--- src/rtl/adc_spi_responder.sv ---
// SPI slave emulating an 8-channel 12-bit serial ADC: decodes the channel from each
// 16-bit command and returns the sample addressed by the previous frame.
module adc_spi_responder #(
  parameter int CHANNELS  = 8,
  parameter int DATA_BITS = 12
) (
  input  logic                          clk,
  input  logic                          reset,
  input  logic                          sclk,
  input  logic                          ss,
  input  logic                          mosi,
  output logic                          miso,
  input  logic [CHANNELS*DATA_BITS-1:0] samples,
  output logic [2:0]                    conv_channel,
  output logic [15:0]                   last_cmd,
  output logic                          frame_done,
  output logic                          frame_err
);

  typedef enum logic [0:0] {
    ST_IDLE  = 1'b0,
    ST_SHIFT = 1'b1
  } state_t;

  // Stage [1] is the synchronized level, stage [2] its one-clk-old copy for edge detect.
  logic [2:0]           sclk_sync_r;
  logic [2:0]           ss_sync_r;
  logic [1:0]           mosi_sync_r;
  logic                 sclk_rise_s;
  logic                 sclk_fall_s;
  logic                 ss_rise_s;
  logic                 ss_fall_s;

  state_t               state_r;
  state_t               state_s;
  logic [15:0]          tx_sr_r;
  logic [15:0]          tx_sr_s;
  logic [15:0]          rx_sr_r;
  logic [15:0]          rx_sr_s;
  logic [4:0]           bit_cnt_r;
  logic [4:0]           bit_cnt_s;
  logic                 miso_r;
  logic                 miso_s;
  logic [2:0]           conv_channel_r;
  logic [2:0]           conv_channel_s;
  logic [15:0]          last_cmd_r;
  logic [15:0]          last_cmd_s;
  logic                 frame_done_r;
  logic                 frame_done_s;
  logic                 frame_err_r;
  logic                 frame_err_s;
  logic [DATA_BITS-1:0] sel_sample_s;

  // Synchronizers run through reset so a select already high is not seen as a new edge.
  always_ff @(posedge clk) begin
    sclk_sync_r <= {sclk_sync_r[1:0], sclk};
    ss_sync_r   <= {ss_sync_r[1:0], ss};
    mosi_sync_r <= {mosi_sync_r[0], mosi};
  end

  // Edge detection on the synchronized pins.
  always_comb begin
    sclk_rise_s = sclk_sync_r[1] & ~sclk_sync_r[2];
    sclk_fall_s = ~sclk_sync_r[1] & sclk_sync_r[2];
    ss_rise_s   = ss_sync_r[1] & ~ss_sync_r[2];
    ss_fall_s   = ~ss_sync_r[1] & ss_sync_r[2];
  end

  // Sample mux; unpopulated channel addresses read as zero.
  always_comb begin
    sel_sample_s = {DATA_BITS{1'b0}};
    for (int n = 0; n < CHANNELS; n++) begin
      sel_sample_s = (conv_channel_r == 3'(n)) ? samples[n*DATA_BITS +: DATA_BITS] : sel_sample_s;
    end
  end

  // Next-state and next-output logic for the frame FSM.
  always_comb begin
    state_s        = state_r;
    tx_sr_s        = tx_sr_r;
    rx_sr_s        = rx_sr_r;
    bit_cnt_s      = bit_cnt_r;
    miso_s         = miso_r;
    conv_channel_s = conv_channel_r;
    last_cmd_s     = last_cmd_r;
    frame_done_s   = 1'b0;
    frame_err_s    = 1'b0;
    case (state_r)
      ST_IDLE: begin
        if (ss_rise_s) begin
          state_s   = ST_SHIFT;
          tx_sr_s   = 16'(sel_sample_s);
          rx_sr_s   = 16'h0000;
          bit_cnt_s = 5'd0;
          miso_s    = 1'b0;
        end else begin
          state_s = ST_IDLE;
        end
      end
      ST_SHIFT: begin
        // Select release takes priority over a coincident clock edge.
        if (ss_fall_s) begin
          state_s = ST_IDLE;
          miso_s  = 1'b0;
          if (bit_cnt_r == 5'd16) begin
            last_cmd_s     = rx_sr_r;
            conv_channel_s = rx_sr_r[13:11];
            frame_done_s   = 1'b1;
          end else begin
            frame_err_s = 1'b1;
          end
        end else if (sclk_rise_s) begin
          miso_s  = tx_sr_r[15];
          tx_sr_s = {tx_sr_r[14:0], 1'b0};
        end else if (sclk_fall_s) begin
          rx_sr_s   = {rx_sr_r[14:0], mosi_sync_r[1]};
          bit_cnt_s = (bit_cnt_r == 5'd31) ? bit_cnt_r : bit_cnt_r + 5'd1;
        end else begin
          state_s = ST_SHIFT;
        end
      end
      default: begin
        state_s = ST_IDLE;
        miso_s  = 1'b0;
      end
    endcase
  end

  // State and output registers.
  always_ff @(posedge clk) begin
    if (reset) begin
      state_r        <= ST_IDLE;
      tx_sr_r        <= 16'h0000;
      rx_sr_r        <= 16'h0000;
      bit_cnt_r      <= 5'd0;
      miso_r         <= 1'b0;
      conv_channel_r <= 3'd0;
      last_cmd_r     <= 16'h0000;
      frame_done_r   <= 1'b0;
      frame_err_r    <= 1'b0;
    end else begin
      state_r        <= state_s;
      tx_sr_r        <= tx_sr_s;
      rx_sr_r        <= rx_sr_s;
      bit_cnt_r      <= bit_cnt_s;
      miso_r         <= miso_s;
      conv_channel_r <= conv_channel_s;
      last_cmd_r     <= last_cmd_s;
      frame_done_r   <= frame_done_s;
      frame_err_r    <= frame_err_s;
    end
  end

  assign miso         = miso_r;
  assign conv_channel = conv_channel_r;
  assign last_cmd     = last_cmd_r;
  assign frame_done   = frame_done_r;
  assign frame_err    = frame_err_r;

endmodule

--- config.mk ---
export PLATFORM = sky130hd
export DESIGN_NAME = adc_spi_responder
export DESIGN_NICKNAME = d
export VERILOG_FILES = /design/src/rtl/adc_spi_responder.sv
export SDC_FILE = /design/constraint.sdc
export NUM_CORES = 1
export LEC_CHECK = 0
export CAP_MARGIN = 40
export CORE_UTILIZATION = 42
export CTS_CLUSTER_SIZE = 20
export DETAILED_ROUTE_END_ITERATION = 10
export PLACE_DENSITY = 0.78
export SKIP_LAST_GASP = 1
export SLEW_MARGIN = 20
export SYNTH_ARGS = -nofsm -noshare
export SYNTH_HDL_FRONTEND = slang
export SYNTH_SLANG_ARGS = --single-unit
--- constraint.sdc ---
create_clock -name clk -period 1.8 [get_ports clk]
set_clock_uncertainty 0.05 [all_clocks]
set_input_delay 0.36 -clock clk [delete_from_list [all_inputs] [get_ports clk]]
set_output_delay 0.36 -clock clk [all_outputs]
set_load 0.01 [all_outputs]
==> flow_summary.ini <==
[outcome]
status = completed

[global_route]
grt_overflow = 0
antenna_found_initial = 0
track_usage_pct = 22.5
grt_pass1_wl_mm = 15.7
grt_pass1_vias = 3367
grt.busiest_layer = met2
grtUsageMet1_pct = 25.7
grt_max_degree = 55
grt_use_met2_pct = 40.4
grtUsageMet3_pct = 4.75

[synth]
async_flop_share_pct = 0
netlist_instances = 415
avgSynthCellArea_um2 = 8.73
synthFlopType = dfxtp_1
syn_nets = 519
ys_types = 45
synth_area_mm2 = 0.00362
synth-edff-count = 0
yosys_warnings = 0
ys_seq_area_share_pct = 35.9
synth_seq_cells = 65

[die]
die_area_mm2 = 0.00900
fp.coreArea_mm2 = 0.00830
start_util_pct = 43.7
dieWidth_um = 94.9
die_y_um = 94.9
io_pins = 123
rows = 33

[cts]
clock_latency_ns = 0.34
ctsHoldBuffers = 0
cts_sinks = 65
path_clk_slew_ns = 0.07
numCtsBuffers = 9
root_buffer = clkbuf_8
clockBufferDepth = 2
cts_tree = done
cts_setup_buffers = 0
htreeDepth = 3

[placement]
post-dp-hpwl_mm = 7.21
gp_congestion = 0.806
dp_cells = 616
place_area_mm2 = 0.00493
io_buffers = 122

[detailed_routing]
drt_wl_total_mm = 10.1
drt_iter0_drc = 173
viasPerCell = 5.43
drc_errors = 0
first_pass_iters = 4
wl_per_cell_um = 16.0
ant_nets = 0
vias = 3434

[final_layout]
fin_util_pct = 62.8
diodes = 0
drive_gt1_share_pct = 11.6
design_area_mm2 = 0.00521
finalNetCount = 626
syn2layout_area_growth_pct = 43.8
layout.cells.non_filler = 632
n_fill_cell = 719

[sta]
tns_ns = 0
final_max_slew_viol_count = 0
rsz0062_at_grt = no
setup_viol = 0
relSlewSlack_pct = 64.1
min_period_ns = 1.71
max_freq_ghz = 0.585
hold_viol = 0
period_share_pct = 95.0
tightest_slew_ns = 0.538

[critical_path]
crit_chain = ha_1 -> and3_1 -> ha_4 -> or4_1 -> a21oi_2
crit_path_start_kind = flip-flop
cpPeakStageDelay_ns = 0.52
critPathBufInv = 0
cp_top_family = simple AND/OR/NAND/NOR gates
crit_fanout = 10
end_kind = flip-flop
critPathSlowestCell = or4_1
worstPathRequired_ns = 2.02
path_class = reg -> reg
arrival_ns = 1.93

[power]
p_leak_nw = 1.92
power_density_mw_per_mm2 = 661
power_mw = 3.44
peakVddDrop_uv = 502

[run]
maxCapViolCount = 0

[worst_hold_path]
worstHoldPathType = reg -> reg
-- synth_stat cells (6+ instances only) --
cell	number	area share [%]
dfxtp_1	65	36
nand2_1	48	5.0
mux2i_1	44	12
a21oi_1	34	4.7
nor2_1	34	3.5
clkbuf_1	18	1.9
o21ai_0	15	2.1
and2_1	14	2.4
buf_4	12	2.5
o211ai_1	12	2.5
o22ai_1	12	2.1
o21ai_1	11	1.5
nand4b_1	9	2.2
buf_2	7	0.97
nand3_1	7	0.97
nor2b_1	7	1.2
nand3b_1	6	1.2
o21bai_1	6	1.2
o41ai_2	6	2.7
-- metal layers --
layer	wire length [um]	part of all wire (%)
met1	4090	40
met2	5160	51
met3	669	6.6
met4	173	1.7
met5	0	0
-- what timing repair did --
item / 4_1_cts / 5_1_grt
setup endpoints to repair: 7 / 26
pin swaps: 0 / 1
hold endpoints to repair: 0 / 0
gates resized for setup: 10 / 8
-- final timing paths --
path         slack, ns  cells after the start      endpoint    startpoint
max reg2reg       0.09                      5  bit_cnt_r[3]  bit_cnt_r[0]
min               0.28                      0  ss_sync_r[1]  ss_sync_r[0]
max               0.09                      5  bit_cnt_r[3]  bit_cnt_r[0]
min reg2reg       0.28                      0  ss_sync_r[1]  ss_sync_r[0]
-- metrics by stage --
| stage | setup slack (ns) | hold slack [ns] |
|---|---|---|
| after detailed placement | -0.0727 | 0.264 |
| after CTS | 0.00200 | 0.280 |
| after global placement | -0.0278 | 0.261 |
| final | 0.0899 | 0.277 |
| after floorplan | 0.0386 | 0.260 |
| after global routing | 0.00925 | 0.289 |
-- flip-flops by register name, indices dropped and copies added, names as in the netlist --
signal	count
rx_sr_r	16
frame_done	1
sclk_sync_r	3
miso	1
last_cmd	14
tx_sr_r	16
mosi_sync_r	2
ss_sync_r	3
frame_err	1
conv_channel	2
state_r	1
bit_cnt_r	5
-- where the power goes --
part	switching, mW	total [mW]	internal (mW)
logic	0.169	0.456	0.287
registers	0.0198	1.49	1.47
clock network	0.580	1.50	0.919
total	0.769	3.44	2.67
-- cell families (layout without fill, tap and decap cells) --
| family | after synthesis | after routing | synth area share (%) |
|---|---|---|---|
| AOI/OAI and AO/OA | 108 | 108 | 19.8 |
| DFF | 65 | 65 | 35.9 |
| muxes | 51 | 51 | 15.9 |
| adders and majority gates | 3 | 3 | 1.04 |
| buffers and inverters | 46 | 158 | 6.87 |
| and+or+nand+nor | 142 | 142 | 20.5 |
-- worst register-to-register path, delay by kind of cell (launching register included) --
| kind | cells | cell delay [ns] |
|---|---|---|
| compound gates | 1 | 0.13 |
| fa+ha+maj | 2 | 0.40 |
| flops | 1 | 0.34 |
| simple gates | 2 | 0.73 |
-- area by class of cell --
class	instances	area [um^2]	share of cell area, %
multi-input cells	304	2100	40.2
repair buffers	138	1420	27.2
flip-flops and latches	65	1310	25.1
well taps	105	131	2.52
clock buffers	9	124	2.38
clock inverters	7	119	2.28
inverters	4	15.0	0.288
-- layout by cell type (no fill, tap or decap), types with 3 or more instances in the layout --
cell type        instances
o211ai_1                12
nor2b_1                  7
a21oi_1                 33
clkbuf_8                 9
mux2i_1                 44
dfxtp_1                 60
and2_1                  14
buf_12                   6
clkdlybuf4s50_1        115
nor2_1                  34
o31ai_1                  3
nand4b_1                 9
o21ai_1                 11
inv_1                    3
o21ai_0                 15
nand3_1                  7
nand2_1                 47
dlygate4sd2_1            5
o22ai_1                 12
nand3b_1                 6
buf_4                    9
bufinv_16                3
o41ai_2                  6
o21bai_1                 6
dfxtp_2                  4
mux4_2                   5
Note: power is estimated with default switching activity, not from simulation.
